**src/rtl/dsp_result_reader.sv**
```systemverilog
// Result buffer at the tail of the DSP48A1 pipeline: a valid-only push side feeding a first-word fall-through FIFO.
// The optional dropped-push counter is built only when DSP_RESULT_READER_DROPCNT_EN is defined.
module dsp_result_reader #(
    parameter int DATAWIDTH = 48,
    parameter int DEPTH     = 4,
    localparam int LVLW     = $clog2(DEPTH) + 1
) (
    input  logic                 CLK,
    input  logic                 rst_n,
    input  logic                 clkenable,
    input  logic                 in_valid,
    input  logic [DATAWIDTH-1:0] in_data,
    output logic                 out_valid,
    input  logic                 out_ready,
    output logic [DATAWIDTH-1:0] out_data,
    output logic [LVLW-1:0]      level,
    output logic                 full,
    output logic                 empty,
    output logic                 overflow,
    input  logic                 clr_ovf,
    output logic [15:0]          drop_cnt
);

    localparam int PTRW = $clog2(DEPTH);

    typedef enum logic [1:0] {
        ST_EMPTY,
        ST_ACTIVE,
        ST_FULL
    } state_t;

    state_t                r_state;
    state_t                w_stateNext;
    logic [LVLW-1:0]       r_level;
    logic [LVLW-1:0]       w_levelNext;
    logic [PTRW-1:0]       r_wrPtr;
    logic [PTRW-1:0]       r_rdPtr;
    logic [DATAWIDTH-1:0]  r_mem [DEPTH];
    logic                  r_overflow;
    logic                  w_push;
    logic                  w_pop;
    logic                  w_drop;

    assign out_valid = (r_state != ST_EMPTY);
    assign empty     = (r_state == ST_EMPTY);
    assign full      = (r_state == ST_FULL);
    assign level     = r_level;
    assign overflow  = r_overflow;
    // Head slot is read straight from storage, so the output moves only on a clock edge.
    assign out_data  = r_mem[r_rdPtr];

    always_comb begin
        w_pop       = clkenable & out_valid & out_ready;
        w_push      = clkenable & in_valid & (~full | w_pop);
        w_drop      = clkenable & in_valid & full & ~w_pop;
        w_levelNext = r_level;
        w_stateNext = r_state;

        if (w_push && !w_pop) begin
            w_levelNext = r_level + LVLW'(1);
        end else if (w_pop && !w_push) begin
            w_levelNext = r_level - LVLW'(1);
        end

        case (r_state)
            ST_EMPTY: begin
                if (w_push) begin
                    w_stateNext = ST_ACTIVE;
                end
            end
            ST_ACTIVE: begin
                if (w_push && !w_pop && (r_level == LVLW'(DEPTH - 1))) begin
                    w_stateNext = ST_FULL;
                end else if (w_pop && !w_push && (r_level == LVLW'(1))) begin
                    w_stateNext = ST_EMPTY;
                end
            end
            ST_FULL: begin
                if (w_pop && !w_push) begin
                    w_stateNext = ST_ACTIVE;
                end
            end
            default: begin
                w_stateNext = ST_EMPTY;
            end
        endcase
    end

    always_ff @(posedge CLK or negedge rst_n) begin
        if (!rst_n) begin
            r_state <= ST_EMPTY;
            r_level <= '0;
            r_wrPtr <= '0;
            r_rdPtr <= '0;
        end else begin
            r_state <= w_stateNext;
            r_level <= w_levelNext;
            if (w_push) begin
                r_wrPtr <= r_wrPtr + PTRW'(1);
            end
            if (w_pop) begin
                r_rdPtr <= r_rdPtr + PTRW'(1);
            end
        end
    end

    // Storage is cleared on reset so out_data reads zero until the first push lands.
    always_ff @(posedge CLK or negedge rst_n) begin
        if (!rst_n) begin
            for (int i = 0; i < DEPTH; i++) begin
                r_mem[i] <= '0;
            end
        end else if (w_push) begin
            r_mem[r_wrPtr] <= in_data;
        end
    end

    always_ff @(posedge CLK or negedge rst_n) begin
        if (!rst_n) begin
            r_overflow <= 1'b0;
        end else if (w_drop) begin
            r_overflow <= 1'b1;
        end else if (clkenable && clr_ovf) begin
            r_overflow <= 1'b0;
        end
    end

`ifdef DSP_RESULT_READER_DROPCNT_EN
    logic [15:0] r_dropCnt;

    // A drop coinciding with a clear restarts the count at one rather than losing it.
    always_ff @(posedge CLK or negedge rst_n) begin
        if (!rst_n) begin
            r_dropCnt <= '0;
        end else if (clkenable) begin
            if (clr_ovf) begin
                r_dropCnt <= {15'd0, w_drop};
            end else if (w_drop && (r_dropCnt != 16'hFFFF)) begin
                r_dropCnt <= r_dropCnt + 16'd1;
            end
        end
    end

    assign drop_cnt = r_dropCnt;
`else
    assign drop_cnt = 16'h0000;
`endif

endmodule

```
**config.mk**
```make
export PLATFORM = sky130hd
export DESIGN_NAME = dsp_result_reader
export DESIGN_NICKNAME = d
export VERILOG_FILES = /design/src/rtl/dsp_result_reader.sv
export SDC_FILE = /design/constraint.sdc
export NUM_CORES = 1
export LEC_CHECK = 0
export ABC_AREA = 1
export BUFFER_PORTS_ARGS = -buffer_cell sky130_fd_sc_hd__buf_4
export CAP_MARGIN = 25
export CORE_ASPECT_RATIO = 0.8
export CORE_MARGIN = 5
export CORE_UTILIZATION = 30
export DETAILED_ROUTE_END_ITERATION = 8
export SLEW_MARGIN = 10
export SYNTH_ARGS = -nofsm -noshare
export SYNTH_HDL_FRONTEND = slang
export SYNTH_SLANG_ARGS = --single-unit
```
**constraint.sdc**
```tcl
create_clock -name CLK -period 1.45 [get_ports CLK]
set_clock_uncertainty 0.05 [all_clocks]
set_input_delay 0.29 -clock CLK [delete_from_list [all_inputs] [get_ports CLK]]
set_output_delay 0.29 -clock CLK [all_outputs]
set_load 0.005 [all_outputs]
```
# Word-level counts from Yosys, hierarchy flattened
# Cells that the tools add are included.
# W data, S select, Z words.
[totals] in_bits=54 word_cells=62 out_inout_bits=71 register_bits=202
[op_classes] n_bitwise=11 n_mux=15 n_lt_le_gt_ge=3 add_sub_neg=4 reduce_logical=13 n_eq_ne=7
[op_table] operator="$bwmux W192" n=1
[op_table] operator="$mux W48" n=3
[op_table] operator="$bmux W48 S2" n=1
[op_table] operator="$demux W48 S2" n=1
[op_table] operator="$mux W2" n=4
[op_table] operator="$and A1 B1 Y1" n=6
[op_table] operator="$ge A3 B3 Y1 const B" n=2
[op_table] operator="$logic_and A1 B1 Y1" n=6
[op_table] operator="$mux W3" n=2
[op_table] operator="$not A2 Y3" n=2
[op_table] operator="$pmux W2 S3" n=1
[op_table] operator="$reduce_bool A2 Y1" n=3
[op_table] operator="$add A2 B1 Y2 const B" n=2
[op_table] operator="$ne A2 B1 Y1 const B" n=2
[op_table] operator="$add A3 B1 Y3 const B" n=1
[op_table] operator="$eq A3 B1 Y1 const B" n=1
[op_table] operator="$eq A3 B2 Y1 const B" n=1
[op_table] operator="$lt A3 B1 Y1 const B" n=1
[op_table] operator="$ne A3 B3 Y1 const B" n=1
[op_table] operator="$reduce_and A3 Y1" n=1
[op_table] operator="$sub A3 B1 Y3 const B" n=1
[op_table] operator="$eq A2 B1 Y1 const B" n=1
[op_table] operator="$eq A2 B2 Y1 const B" n=1
[op_table] operator="$logic_not A1 Y1" n=2
[op_table] operator="other kinds (4)" n=6

# Logic depth before layout (Yosys ltp)
[depth] depth_word=11 mapped_depth=10 mapped_depth_nobuf=9

# Worst setup path after synthesis
# No wires, ideal clock.
[synth_path] kind="in2reg" start="input clkenable" end="register r_level[2], in the netlist level[2]" slack_ns=-0.098 n_path_buf=1 cell_stages=9 t_required_ns=1.280 t_arrival_ns=1.378 setup_time_ns=0.120 cell_sequence="nand2_1 > inv_2 > buf_2 > nand2_1 > ha_1 > inv_1 > o21ai_0 > o21ai_0 > inv_1"
[synth_via] elab_chain_cells=7 word_cells_on_any_way=11 classes_between="mux (1); bitwise (5); reduce/logical (5)"
[synth_rtl] item="from (decl)" line="10" source="input logic clkenable,"
[synth_rtl] item="$and A1 B1 Y1 (2 in a row)" line="53" source="w_pop = clkenable & out_valid & out_ready;"
[synth_rtl] item="$or A1 B1 Y1" line="54" source="w_push = clkenable & in_valid & (~full | w_pop);"
[synth_rtl] item="$and A1 B1 Y1" line="54"
[synth_rtl] item="$logic_not A1 Y1" line="61" source="end else if (w_pop && !w_push) begin"
[synth_rtl] item="$logic_and A1 B1 Y1" line="61"
[synth_rtl] item="$reduce_bool A2 Y1 (no line)"
[synth_rtl] item="to (signal assigned)" line="97" source="r_level <= w_levelNext;"
[synth_rtl] item="to (decl)" line="34" source="logic [LVLW-1:0] r_level;"
# Several ways; a longest one is shown, not always the timed one.
# A chain may end at the register's enable or synchronous reset.

# Worst setup path in the final report
[layout_path] start="register r_rdPtr[0]" end="output out_data[31]"
[layout_via] elab_chain_cells=4
[layout_rtl] item="from (decl)" line="37" source="logic [PTRW-1:0] r_rdPtr;"
[layout_rtl] item="from (signal assigned)" line="102" source="r_rdPtr <= r_rdPtr + PTRW'(1);"
[layout_rtl] item="$not A2 Y3 (implied by the code)" line="50" source="assign out_data = r_mem[r_rdPtr];"
[layout_rtl] item="$bmux W48 S2" line="50"
[layout_rtl] item="$mux W48 (implied by the code) (2 in a row)" line="50"
[layout_rtl] item="to (decl)" line="15" source="output logic [DATAWIDTH-1:0] out_data,"
# No other way between the ends. The select of a mux whose other input is x is not followed.

==> run_results.csv <==
group,metric,value,unit
status,status,"complete, but fails checks",
status,violations,"negative setup slack",
setup_path,r2r-start,"r_state[0]",
clock_network,clock_sinks,202,
clock_network,clk_latency,0.52,ns
cells_and_area,stdcell_count,1907,
cells_and_area,area_growth,64.6,%
power_and_ir_drop,power_density,2100,nW/um^2
sta,setup_viol,251,
global_route,grt_pass1_vias,10106,
die,core,32600,sq um
global_route,grt_max_degree,47,
setup_path,arrival,1.85,ns
power_and_ir_drop,ir_worst_vdd,1.03,mV
drt,drt_first_pass_iters,5,
logic_synthesis,netlist_top_cells_area,"dfrtp_1 51%, nand2_1 15%, nand4_1 12%",
cells_and_area,fin_nets,1528,
setup_path,worstPathRequired,1.11,ns
logic_synthesis,syn-cell-area,9890,sq um
die,die-width,213,um
clock_network,clockRootBuffer,"clkbuf_16",
cells_and_area,fillers,2901,
drt,drt_iter0_drc,1004,
setup_path,cp_slowest_stage_delay,0.49,ns
cells_and_area,multi_input_area,5540,sq um
global_route,overflow,0,
die,die-area,36700,sq um
sta,finalCritPeriodShare,151,%
cells_and_area,layout-drive-gt1-share,44.9,%
placed_design,portBuffers,108,
clock_network,clockBufferDepth,3,
global_route,grt_pass1_wl,58.7,mm
logic_synthesis,netlist_instances,1218,
setup_path,critPathCapture,"out_data[31]",
power_and_ir_drop,combPwrFrac,51.2,%
logic_synthesis,syn_area_per_cell,8.12,sq um
clock_network,htreeDepth,1,
die,fp.dieH,172,um
setup_path,crit_fanout,8,
setup_path,path_class,"register to primary output",
logic_synthesis,ys_ff_latch,202,
clock_network,clk_pin_slew,0.06,ns
power_and_ir_drop,switching_share,40.0,%
setup_path,r2r_slack,-0.32,ns
run,cap_violations,0,
setup_path,crit_top_cell,"buf_4",
logic_synthesis,synth_xor_area_share,0.266,%
cells_and_area,n_antenna_cell,0,
placed_design,dp_slack,-0.295,ns
setup_path,cp-startpoint,"r_rdPtr[0]",
logic_synthesis,synth_compound_area_share,8.36,%
global_route,antenna_found_initial,0,
placed_design,placed_cells,1743,
drt,via_per_inst,5.51,
power_and_ir_drop,seqPwrFrac,31.3,%
setup_path,reg2reg_to,"r_mem[149]",
sta,finalHoldViolCount,0,
sta,slew_viol_final,0,
setup_path,cp-end-kind,"primary output",
clock_network,cts_buffers,23,
drt,ant_nets,0,
die,start_util,30.4,%
global_route,grt_util_all_layers,20.1,%
logic_synthesis,synthAdderAreaFrac,1.27,%
clock_network,cts_tree,"yes",
power_and_ir_drop,power.net_switching,13700,uW
sta,timing.fmax,458,MHz
power_and_ir_drop,p_int,20500,uW
logic_synthesis,synth_top_family_by_area,"simple AND/OR/NAND/NOR gates",
placed_design,place.gp.congestion,0.765,
sta,fin_crit,2.19,ns
placed_design,placed_area,12000,sq um
logic_synthesis,synthMuxAreaShare,0,%
cells_and_area,finalInstanceArea,16300,sq um
setup_path,rr_worst_depth,10,
logic_synthesis,synth_seq_area_share,51.1,%
setup_path,start_kind,"register",
die,io_pins,125,
logic_synthesis,synth_top_area_share,51.1,%
drt,wl_per_cell,21.4,um
hold_path,hp-class,"input port to register",
placed_design,detailedPlacementHpwl,20.5,mm
drt,drc,0,
logic_synthesis,ys_warn_count,0,
power_and_ir_drop,p_leak,0.00769,uW
logic_synthesis,synth.distinct_cells,20,
sta,rsz0062_at_grt,"yes",
drt,drt_wl_total,40.8,mm
logic_synthesis,yosys.area_share.simple,31.8,%
sta,setup_ws,-0.735,ns
die,row_count,59,
cells_and_area,seq_area,5060,sq um
setup_path,slowest_stage,"dfrtp_4",
power_and_ir_drop,p_clk_share,17.5,%
logic_synthesis,yosysTopAreaCell,"dfrtp_1",
drt,route.vias.total,10509,
setup_path,critical_path.cell_chain,"clkinv_8 -> buf_12 -> buf_4 -> o21ai_1 -> o22ai_2 -> buf_4",
==> how the worst min path moves through the flow <==
stage / startpoint / to / cells past startpoint / slack (ns)
final: in_data[12] / r_mem[108] / 3 / 0.005
after global routing: in_data[36] / r_mem[180] / 3 / 0.009
after CTS: in_data[10] / r_mem[154] / 3 / 0.0003
after global placement: rst_n / r_mem[71] / 1 / 0.23
after detailed placement: rst_n / r_mem[71] / 1 / 0.23
after floorplan: rst_n / level[0] / 0 / -0.06
==> Yosys cell counts <==
master and count:
nand2_1 403, dfrtp_1 202, nand4_1 193, o21ai_0 102, nor2_1 100, buf_2 54
o22ai_1 49, clkbuf_1 44, buf_4 25, inv_1 13, ha_1 10, nand3_1 7
buf_1 6, inv_2 3, xor2_1 2, a21oi_1 1, conb_1 1, nand3_4 1
o21ai_1 1, xnor2_1 1
==> critical path, delay by kind of cell, from the launching register on <==
| family | cells | cell delay (ns) |
|---|---|---|
| compound gates | 2 | 0.27 |
| flops | 1 | 0.49 |
| buf+inv | 4 | 0.56 |
==> repair_timing <==
action	4_1_cts	5_1_grt
gates resized for setup	203	368
endpoints found under the hold margin	107	0
hold buffers	33	0
gates cloned	30	20
pin swaps	30	59
buffers inserted	35	16
setup endpoints to repair	120	251
==> state kept, by name (all words and copies together), names as in the netlist <==
| name | cells |
|---|---|
| r_wrPtr | 2 |
| overflow | 1 |
| r_rdPtr | 2 |
| r_mem | 192 |
| level | 3 |
| r_state | 2 |
==> through the flow <==
| stage | utilization [%] | total power (uW) | setup TNS, ns | hold slack (ns) |
|---|---|---|---|---|
| after floorplan | - | 15700 | -0.754 | -0.0556 |
| after global placement | 36.8 | 22100 | -11.08 | 0.232 |
| after detailed placement | 36.8 | 22300 | -13.50 | 0.232 |
| after CTS | 45.3 | 30700 | -71.40 | 0.000256 |
| after global routing | 50.0 | 36100 | -88.40 | 0.00911 |
| final | 50.0 | 34200 | -74.51 | 0.00506 |
==> power by group through the flow <==
stage | combinational [uW] | sequential [uW] | clock (uW)
floorplan | 6390 | 9360 | 0
global placement | 12400 | 9700 | 0
detailed placement | 12600 | 9760 | 0
CTS | 14700 | 9890 | 6070
global route | 18900 | 11000 | 6280
finish | 17500 | 10700 | 6000
==> cells in the final DEF, fill, tap and decap left out, types with 8 or more instances in the layout <==
cell type,synthesis,layout
buf_12,0,57
buf_16,0,25
buf_4,25,160
buf_6,0,31
buf_8,0,12
clkbuf_16,0,39
conb_1,1,16
dfrtp_1,202,199
dlygate4sd3_1,0,33
inv_1,13,8
nand2_1,403,179
nand2_2,0,159
nand2_4,0,65
nand4_1,193,193
nor2_1,100,74
nor2_2,0,24
o21ai_0,102,34
o21ai_1,1,42
o21ai_2,0,26
o22ai_1,49,23
o22ai_2,0,25
==> routing by layer <==
| metal | track usage [%] | share of wire (%) |
|---|---|---|
| met4 | 4.65 | 2.3 |
| met2 | 31.9 | 46 |
| met3 | 3.30 | 8.5 |
| met1 | 29.1 | 43 |
| met5 | 0 | 0 |
==> cell type report <==
class                           instances  area share, %
Inverter                               16          0.492
Clock buffer                           33           4.07
Sequential cell                       202           31.1
Clock inverter                          8          0.607
Timing Repair Buffer                  335           26.4
Multi-Input combinational cell        886           34.0
Tap cell                              427           3.28
==> cells by family (layout without fill, tap and decap cells) <==
kind of cell | Yosys count | after routing
buffers and inverters | 145 | 392
other | 1 | 16
adder cells (fa/ha/maj) | 10 | 10
flip-flops | 202 | 202
AND/OR/NAND/NOR | 704 | 704
AO/OA/AOI/OAI | 153 | 153
XOR/XNOR | 3 | 3
No activity file was read; power rests on OpenSTA's default activity.
